<file path="src/rtl/lfsr_seq_ctrl.sv">
// lfsr_seq_ctrl
//   Sequencer and configuration controller for a right-shifting Fibonacci
//   LFSR. A start command captures seed, tap mask and run length. The block
//   then steps the LFSR exactly `len` times, one step per accepted stream
//   beat, and pulses `done` when the run is complete.
//
// Ports
//   clk        system clock, rising edge
//   reset      asynchronous active-low reset
//   start      command pulse, sampled only in IDLE
//   abort      run termination, sampled only in RUN
//   seed/taps  initial register value / feedback mask, captured on start
//   len        number of bits to emit, captured on start
//   bit_out    stream bit (lfsr_q[0]); bit_valid/bit_ready handshake
//   busy       high in RUN and DONE
//   done       one-cycle completion pulse
//   err_cfg    one-cycle pulse, start rejected (seed or taps zero)
//   lfsr_q     current LFSR register
//   remaining  bits still to emit
module lfsr_seq_ctrl #(
  parameter int REG_SIZE = 8,
  parameter int CNT_W    = 16
) (
  input  logic                clk,
  input  logic                reset,
  input  logic                start,
  input  logic                abort,
  input  logic [REG_SIZE-1:0] seed,
  input  logic [REG_SIZE-1:0] taps,
  input  logic [CNT_W-1:0]    len,
  output logic                bit_out,
  output logic                bit_valid,
  input  logic                bit_ready,
  output logic                busy,
  output logic                done,
  output logic                err_cfg,
  output logic [REG_SIZE-1:0] lfsr_q,
  output logic [CNT_W-1:0]    remaining
);

  typedef enum logic [1:0] {IDLE, RUN, DONE} state_t;

  state_t              state;
  logic [REG_SIZE-1:0] taps_q;
  logic                fb;
  logic                hs;

  assign fb      = ^(lfsr_q & taps_q);
  assign hs      = bit_valid & bit_ready;
  // bit_out is a direct tap of the register, so it is stable exactly as
  // long as lfsr_q is, i.e. until the next handshake.
  assign bit_out = lfsr_q[0];

  always_ff @(posedge clk or negedge reset) begin
    if (!reset) begin
      state     <= IDLE;
      lfsr_q    <= '0;
      taps_q    <= '0;
      remaining <= '0;
      bit_valid <= 1'b0;
      busy      <= 1'b0;
      done      <= 1'b0;
      err_cfg   <= 1'b0;
    end else begin
      done    <= 1'b0;
      err_cfg <= 1'b0;
      case (state)
        IDLE: begin
          if (start) begin
            if (seed == '0 || taps == '0) begin
              // All-zero seed locks the LFSR, zero taps give a constant
              // stream: reject without touching the register.
              err_cfg <= 1'b1;
            end else begin
              lfsr_q    <= seed;
              taps_q    <= taps;
              remaining <= len;
              busy      <= 1'b1;
              if (len == '0) begin
                state <= DONE;
                done  <= 1'b1;
              end else begin
                state     <= RUN;
                bit_valid <= 1'b1;
              end
            end
          end
        end
        RUN: begin
          if (hs) begin
            lfsr_q    <= {fb, lfsr_q[REG_SIZE-1:1]};
            remaining <= remaining - CNT_W'(1);
          end
          // Abort wins over completion; a coincident beat still counts.
          if (abort) begin
            state     <= IDLE;
            bit_valid <= 1'b0;
            busy      <= 1'b0;
          end else if (hs && remaining == CNT_W'(1)) begin
            state     <= DONE;
            bit_valid <= 1'b0;
            done      <= 1'b1;
          end
        end
        DONE: begin
          state <= IDLE;
          busy  <= 1'b0;
        end
        default: begin
          state     <= IDLE;
          bit_valid <= 1'b0;
          busy      <= 1'b0;
        end
      endcase
    end
  end

endmodule

</file>
<file path="config.mk">
export PLATFORM = sky130hd
export DESIGN_NAME = lfsr_seq_ctrl
export DESIGN_NICKNAME = d
export VERILOG_FILES = /design/src/rtl/lfsr_seq_ctrl.sv
export SDC_FILE = /design/constraint.sdc
export NUM_CORES = 1
export LEC_CHECK = 0
export BUFFER_PORTS_ARGS = -buffer_cell sky130_fd_sc_hd__clkbuf_2
export CAP_MARGIN = 20
export CORE_MARGIN = 4
export CORE_UTILIZATION = 40
export CTS_CLUSTER_SIZE = 25
export DETAILED_ROUTE_END_ITERATION = 10
export GPL_TIMING_DRIVEN = 0
export PLACE_DENSITY_LB_ADDON = 0.1
export SLEW_MARGIN = 25
export SYNTH_ARGS = -nofsm -noshare
export SYNTH_HDL_FRONTEND = slang
export SYNTH_SLANG_ARGS = --single-unit
</file>
<file path="constraint.sdc">
create_clock -name clk -period 2.1 [get_ports clk]
set_input_delay 0.105 -clock clk [delete_from_list [all_inputs] [get_ports clk]]
set_output_delay 0.105 -clock clk [all_outputs]
set_load 0.02 [all_outputs]
</file>
After elaboration in Yosys (flattened, before gate mapping)

Cells that the tools add are included.

Bits in registers: 38
Input port bits: 37
Output and inout port bits: 29
Word-level logic and storage cells: 68

Add/sub/neg operators: 1
Eq/ne operators: 9
Multiplexer cells: 33
Bitwise logic cells: 4
Reductions and logical operators: 13

Operator list:

| operator              | count |
|---|---|
| $mux 16               | 3 |
| $pmux 16 s2           | 1 |
| $mux 8                | 3 |
| $eq 16x1->1 const B   | 1 |
| $logic_not 16->1      | 1 |
| $logic_not 8->1       | 2 |
| $mux 1                | 16 |
| $pmux 8 s2            | 1 |
| $sub 16x1->16 const B | 1 |
| $mux 2                | 5 |
| $ne 2x2->1 const B    | 5 |
| $reduce_and 3->1      | 3 |
| $and 8x8->8           | 1 |
| $reduce_xor 8->1      | 1 |
| $reduce_and 5->1      | 1 |
| $pmux 1 s2            | 2 |
| $pmux 2 s2            | 1 |
| $reduce_and 4->1      | 1 |
| $ne 3x3->1 const B    | 1 |
| $pmux 1 s3            | 1 |
| $eq 2x1->1 const B    | 1 |
| $eq 2x2->1 const B    | 1 |
| $logic_not 2->1       | 1 |
| $not 1->1             | 2 |
| other kinds (4)       | 4 |

Depth between registers and ports, before layout

Gate-level depths: netlist of run 1.

Word-level depth: 5
Mapped depth: 7
Mapped depth without buffers: 7

Least setup slack after synthesis of run 1

Ideal clock, no wire load.

Kind: flip-flop to flip-flop
From: reg remaining[3]
To: reg remaining[13]
Setup time: 0.121 ns
Arrival: 1.828 ns
Required time: 1.979 ns
Slack: 0.151 ns
Cell stages (with the launch flop): 6
Path buffers: 0
Period minus slack after synthesis: 1.949 ns
Path through: dfrtp_1 or4_4 or3_4 nor4_2 o21bai_1 a22o_1

Word-level cells in the longest chain between the ends: 3

RTL lines:

| element                | RTL line | RTL |
|---|---|---|
| start, declared        | 38       | `output logic [CNT_W-1:0] remaining` |
| start signal, assigned | 77       | `remaining <= len;` |
| start signal, assigned | 92       | `remaining <= remaining - CNT_W'(1);` |
| $sub 16x1->16          | 92       |  |
| $mux 16                | 90       | `if (hs) begin` |
| $pmux 16 s2            | 67       | `case (state)` |

Every way passes these cells. The select of a mux whose other input is x is not followed.
A chain may end at the register's enable or synchronous reset.

Final worst setup path of run 1

Same ends and word-level chain as after synthesis.

==> results of run 1 <==
-- state kept, by name, indices dropped and copies added, names as in the netlist --
register and count:
busy 1, done 1, bit_valid 1, err_cfg 1
lfsr_q 8, taps_q 8, remaining 16, state 2
-- through the flow --
step,util,TNS [ns],hold slack (ns),worst slack (ns),cell area (um2)
3_3_place_gp,0.4934,0,0.3151,0.01014,2536
2_1_floorplan,-,0,-0.1906,0.1514,2123
5_1_grt,0.5204,0,0.004467,0.01869,2675
4_1_cts,0.5156,0,0.003121,0.002162,2650
6_report,0.5204,0,-0.06713,0.09808,2675
3_5_place_dp,0.4934,-0.01827,0.3113,-0.01827,2536
-- worst min-delay path by stage --
stage / from / end / slack (ns) / cells after the start
floorplan: reset / bit_valid / -0.19 / 0
global placement: reset / remaining[11] / 0.32 / 1
detailed placement: reset / remaining[11] / 0.31 / 1
CTS: reset / err_cfg / 0.003 / 1
global route: reset / remaining[8] / 0.004 / 1
finish: reset / err_cfg / -0.07 / 1
-- what timing repair did --
item | 4_1_cts | 5_1_grt
buffers inserted | 0 | 0
endpoints found under the setup margin | 1 | 32
resized for setup | 1 | 11
-- synthesized netlist by cell type (all sizes together) (2+ instances only) --
master / count
nor3: 4
or4: 2
o22a: 2
or3: 3
mux2i: 7
nand3: 2
dfrtp: 38
o22ai: 2
nand2: 24
a31oi: 2
inv: 4
clkbuf: 11
o21bai: 3
and2: 3
xor2: 2
o21a: 2
xnor2: 5
a22o: 2
nor4: 14
mux2: 8
nor2b: 2
nor3b: 3
a22oi: 4
nor2: 21
a41oi: 2
o21ai: 27
a21oi: 12
ha: 2
buf: 2
-- metal layers --
layer / GRT usage / wire (um) / up-vias
li1: - / - / 988
met1: 0.2908 / 2968 / 948
met2: 0.2800 / 2529 / 54
met3: 0.04102 / 267 / 2
met4: 0.04392 / 25 / 0
met5: 0 / 0 / -
-- worst max-delay path: stages, from the launching register on --
cell and delay (ns):
dfrtp_1 0.45, or4_4 0.60, or3_4 0.38, nor4_2 0.14, o21bai_1 0.09, a22o_1 0.22
-- power groups by stage --
stage	registers (mW)	clock network, mW	logic (mW)
6_report	1.26	0.610	1.40
5_1_grt	1.31	0.658	1.56
4_1_cts	1.26	0.628	1.40
3_5_place_dp	1.27	0	1.39
3_3_place_gp	1.26	0	1.38
2_1_floorplan	1.45	0	0.711
-- area by class of cell --
type,count,area share
inverters,4,0.005613
well taps,70,0.03274
clock buffers,5,0.02572
flip-flops and latches,38,0.3555
multi-input cells,174,0.4205
repair buffers,65,0.1216
clock inverters,3,0.01497
plain buffers,13,0.02339
-- logic make-up after synthesis --
kind of cell             share of synthesized area
flip-flops                                  0.4478
XOR/XNOR                                   0.02888
multiplexers                               0.07543
AND/OR/NAND/NOR                             0.2068
buffers and inverters                      0.03417
adder cells (fa/ha/maj)                    0.01178
AO/OA/AOI/OAI                               0.1951
==> metrics, run 1 <==
vias=around 2000; Synth Area per Inst=between 9 and 10 um2; Site Rows=26; min Tclk post-route=roughly 2 ns; pwr/cell area=1221 mW/mm2; Root Buffer=clkbuf_8; core area=0.005140 mm2; number of synthesized flops with an enable pin=0; sequential area share after synthesis=0.4478; Inserted Clock Buffers=5; Setup Viol. Count Final=0; most frequent cells in the layout=clkbuf_2, dfrtp_1, o21ai_0, nand2_1, nor2_1; Detail Route Antenna Nets=0; clock sinks=38; register-to-register setup slack=just under 0.1 ns; failing checks=hold timing; Final Cycle Share=0.9533; height of the die=between 80 and 90 um; GP Congestion=0.8467; area occupied by multi-input gates=between 0.001 and 0.0015 mm2; largest net degree at the start of global routing=39; RR Startpoint=remaining[3]; width of the die=80.86 um; TritonCTS clock tree=yes; register area=950.9 um2; IO Pins=between 60 and 70; drt pass-1 iters=4; crit path from=remaining[3]; r2r endpoint=remaining[13]; diode count=0; Max FO, Critical Path=6; Worst Skew=0.006861 ns; Seq pwr share=0.386; layout cells sized above 1=0.3245; crit end category=flop; worst slew pin tran=around 0.87 ns; Slew headroom=0.4178; Comb power frac=0.428; Worst Path Required=around 2.3 ns; Int Pwr=1.876 mW; maximum VDD drop=approximately 0.00061 V; asr flop ratio synth=1.000; Post-CTS Hold Fix Bufs=0; CTS clock-pin slew for the worst setup and hold paths=0.08 ns; Clock Path Buffers=2; Starting DRT DRC Count=100; WL/cell=~16 um; status=complete, but fails checks; placed instance count=364; WP data arrival=roughly 2.2 ns; worst r2r path cells=5; Synth area leader=dfrtp_1; Non-Filler Instances=approximately 370; P&R area growth vs syn=25.99%; post-synth top area share=0.4478; drc violations=0; Synth area leaders=dfrtp_1, o21ai_0, mux2_2; Leakage=between 1 and 1.5 nW; max-cap check violation count=0; Yosys warning count=0; nets@finish=340; die area=between 0.006 and 0.007 mm2; startpoint types=flop; FILL cells=about 530; Final Hold Vio Count=38; Clock power frac=0.187; RSZ-0062 raised after global routing=no; GRT overflow=0; initial antenna violation count=0; achievable frequency=499.5 MHz; Initial Util=0.4131; Hold WC Path Type=in2async; most common cell after layout, fill and taps aside=clkbuf_2; ys flop type=dfrtp_1; synthesized cell area=between 0.002 and 0.0025 mm2; vias in the first global route=around 1900; crit path kind=reg2reg; H-tree levels=2; total track usage=0.1926; synthesis-stage register bit count=38; final slew viol count=0; via density per instance=around 5.4; Routed WL=5.791 mm; synth unique cells=50; CP endpoint=remaining[13]; synthesized instance count=between 200 and 250; Worst-Skew Late Latency=just under 0.3 ns; hold slack final=-0.06713 ns; global-route wire length before repair=between 9 and 10 mm; Tot Pwr=roughly 3.3 mW; NetSw=1.390 mW; PortBufs=65; DP Wirelength=4.415 mm; Switching Share=0.4256; Synth Net Count=268
(Power assumes the default switching activity.)
==> run 2, diff against run 1 <==
--- a/config.mk
+++ b/config.mk
@@ -14,2 +14,3 @@
 export GPL_TIMING_DRIVEN = 0
+export HOLD_SLACK_MARGIN = 0.06
 export PLACE_DENSITY_LB_ADDON = 0.1
==> constraint.sdc (replaced) <==
create_clock -name clk -period 2.1 [get_ports clk]
set_input_delay 0.315 -clock clk [delete_from_list [all_inputs] [get_ports clk]]
set_output_delay 0.315 -clock clk [all_outputs]
set_load 0.02 [all_outputs]
==> run 2 against run 1 <==
The flow now finishes without violations. Final cell count is the same. Critical endpoint unchanged. Flip-flop and latch count is the same. Sequential share of layout area is essentially flat.
==> metrics, run 2 (synthesis results as in run 1) <==
nets@finish=340; WP data arrival=roughly 2.2 ns; Final Hold Vio Count=0; initial antenna violation count=0; maximum VDD drop=0.0006111 V; Most flops, register=remaining; Clock Path Buffers=2; total track usage=0.1926; achievable frequency=~500 MHz; hold slack final=0.1387 ns; DP Worst Slack=-0.1013 ns; post-cts repair resize count=1; IO Pins=between 60 and 70; most frequent cells in the layout=clkbuf_2, dfrtp_1, o21ai_0, nand2_1, nor2_1; GRT overflow=0; drc violations=0; vias=~2000; Max FO, Critical Path=6; via density per instance=roughly 5.4; Site Rows=26; setup TNS=0 ns; Routed WL=5.786 mm; Slew headroom=0.4228; largest net degree at the start of global routing=39; Inserted Clock Buffers=5; drt pass-1 iters=4; RSZ-0062 raised after global routing=no; Non-Filler Instances=approximately 370; Final Cycle Share=0.9556; global-route wire length before repair=9.687 mm; worst slew pin tran=between 0.8 and 0.9 ns; diode count=0; Detail Route Antenna Nets=0; register area=950.9 um2; Root Buffer=clkbuf_8; final slew viol count=0; RR Startpoint=remaining[3]; TritonCTS clock tree=yes; GP Congestion=~0.85; max-cap check violation count=0; P&R area growth vs syn=26.05%; WL/cell=approximately 16 um; pwr/cell area=1221 mW/mm2; Worst Skew=just over 0.007 ns; area occupied by multi-input gates=roughly 0.0011 mm2; CTS clock-pin slew for the worst setup and hold paths=~0.08 ns; core area=around 0.0051 mm2; max FFs per register=16; Post-CTS Setup Bufs=0; PortBufs=65; die area=approximately 0.0065 mm2; most common cell after layout, fill and taps aside=clkbuf_2; Worst-Skew Late Latency=slightly below 0.3 ns; Hold WC Path Type=in2async; Worst Slack Setup Final=0.09333 ns; crit end category=flop; height of the die=80.86 um; top flop regs=remaining x16, lfsr_q x8, taps_q x8; Starting DRT DRC Count=100; r2r endpoint=remaining[13]; min Tclk post-route=roughly 2.0 ns; placed instance count=roughly 360; H-tree levels=2; FILL cells=~530; status=completed; width of the die=~81 um; worst r2r path cells=5; DP Wirelength=~4.4 mm; clock sinks=38; Post-CTS Hold Fix Bufs=0; vias in the first global route=between 1500 and 2000; Setup Viol. Count Final=0; register-to-register setup slack=just over 0.09 ns; layout cells sized above 1=0.3278; Worst Path Required=between 2 and 2.5 ns; crit path kind=reg2reg; Leakage=1.198 nW; Initial Util=0.4131; startpoint types=flop
-- run 2: changes by cell type in the layout (fill, tap and decap cells not counted) --
cell	change
clkbuf_2	+1
clkbuf_1	-1
-- run 2: final cells by class --
class	instances	share of cell area
multi-input combinational	174	0.4203
buffer	13	0.02384
clock inverter	3	0.01496
timing repair buffer	65	0.1216
sequential	38	0.3553
tap	70	0.03273
clock buffer	5	0.02571
inverter	4	0.005610
-- run 2: worst max-delay path by stage --
| stage | cells past startpoint | startpoint | slack, ns | end |
|---|---|---|---|---|
| floorplan | 5 | remaining[3] | 0.15 | remaining[13] |
| global placement | 7 | seed[0] | -0.13 | remaining[11] |
| detailed placement | 7 | seed[0] | -0.10 | remaining[11] |
| CTS | 7 | state[0] | 0.002 | remaining[15] |
| global route | 5 | remaining[3] | 0.02 | remaining[13] |
| finish | 5 | remaining[3] | 0.09 | remaining[13] |
-- run 2: where the power goes --
part | leakage, nW | total (mW) | switching (mW) | internal (mW)
clock | 0.0579 | 0.611 | 0.261 | 0.350
sequential | 0.465 | 1.26 | 0.288 | 0.971
combinational | 0.674 | 1.40 | 0.842 | 0.556
total | 1.20 | 3.27 | 1.39 | 1.88
-- run 2: layer usage --
metal	global-route usage	vias to the layer above	part of all wire
met5	0	-	0
met4	0.04392	0	0.0035
met3	0.04102	2	0.045
met2	0.2800	52	0.44
met1	0.2908	951	0.51
li1	-	987	-
-- run 2: through the flow --
| stage | area [um2] | utilization | power (mW) |
|---|---|---|---|
| after floorplan | 2123 | - | 2.164 |
| after global placement | 2536 | 0.4934 | 2.643 |
| after detailed placement | 2536 | 0.4934 | 2.658 |
| after CTS | 2650 | 0.5156 | 3.281 |
| after global routing | 2676 | 0.5207 | 3.527 |
| final | 2676 | 0.5207 | 3.268 |
-- run 2: worst max-delay path, cell delays in order (launching register included) --
cell and delay, ns:
dfrtp_1 0.45, or4_4 0.60, or3_4 0.38, nor4_2 0.14, o21bai_1 0.09, a22o_1 0.22
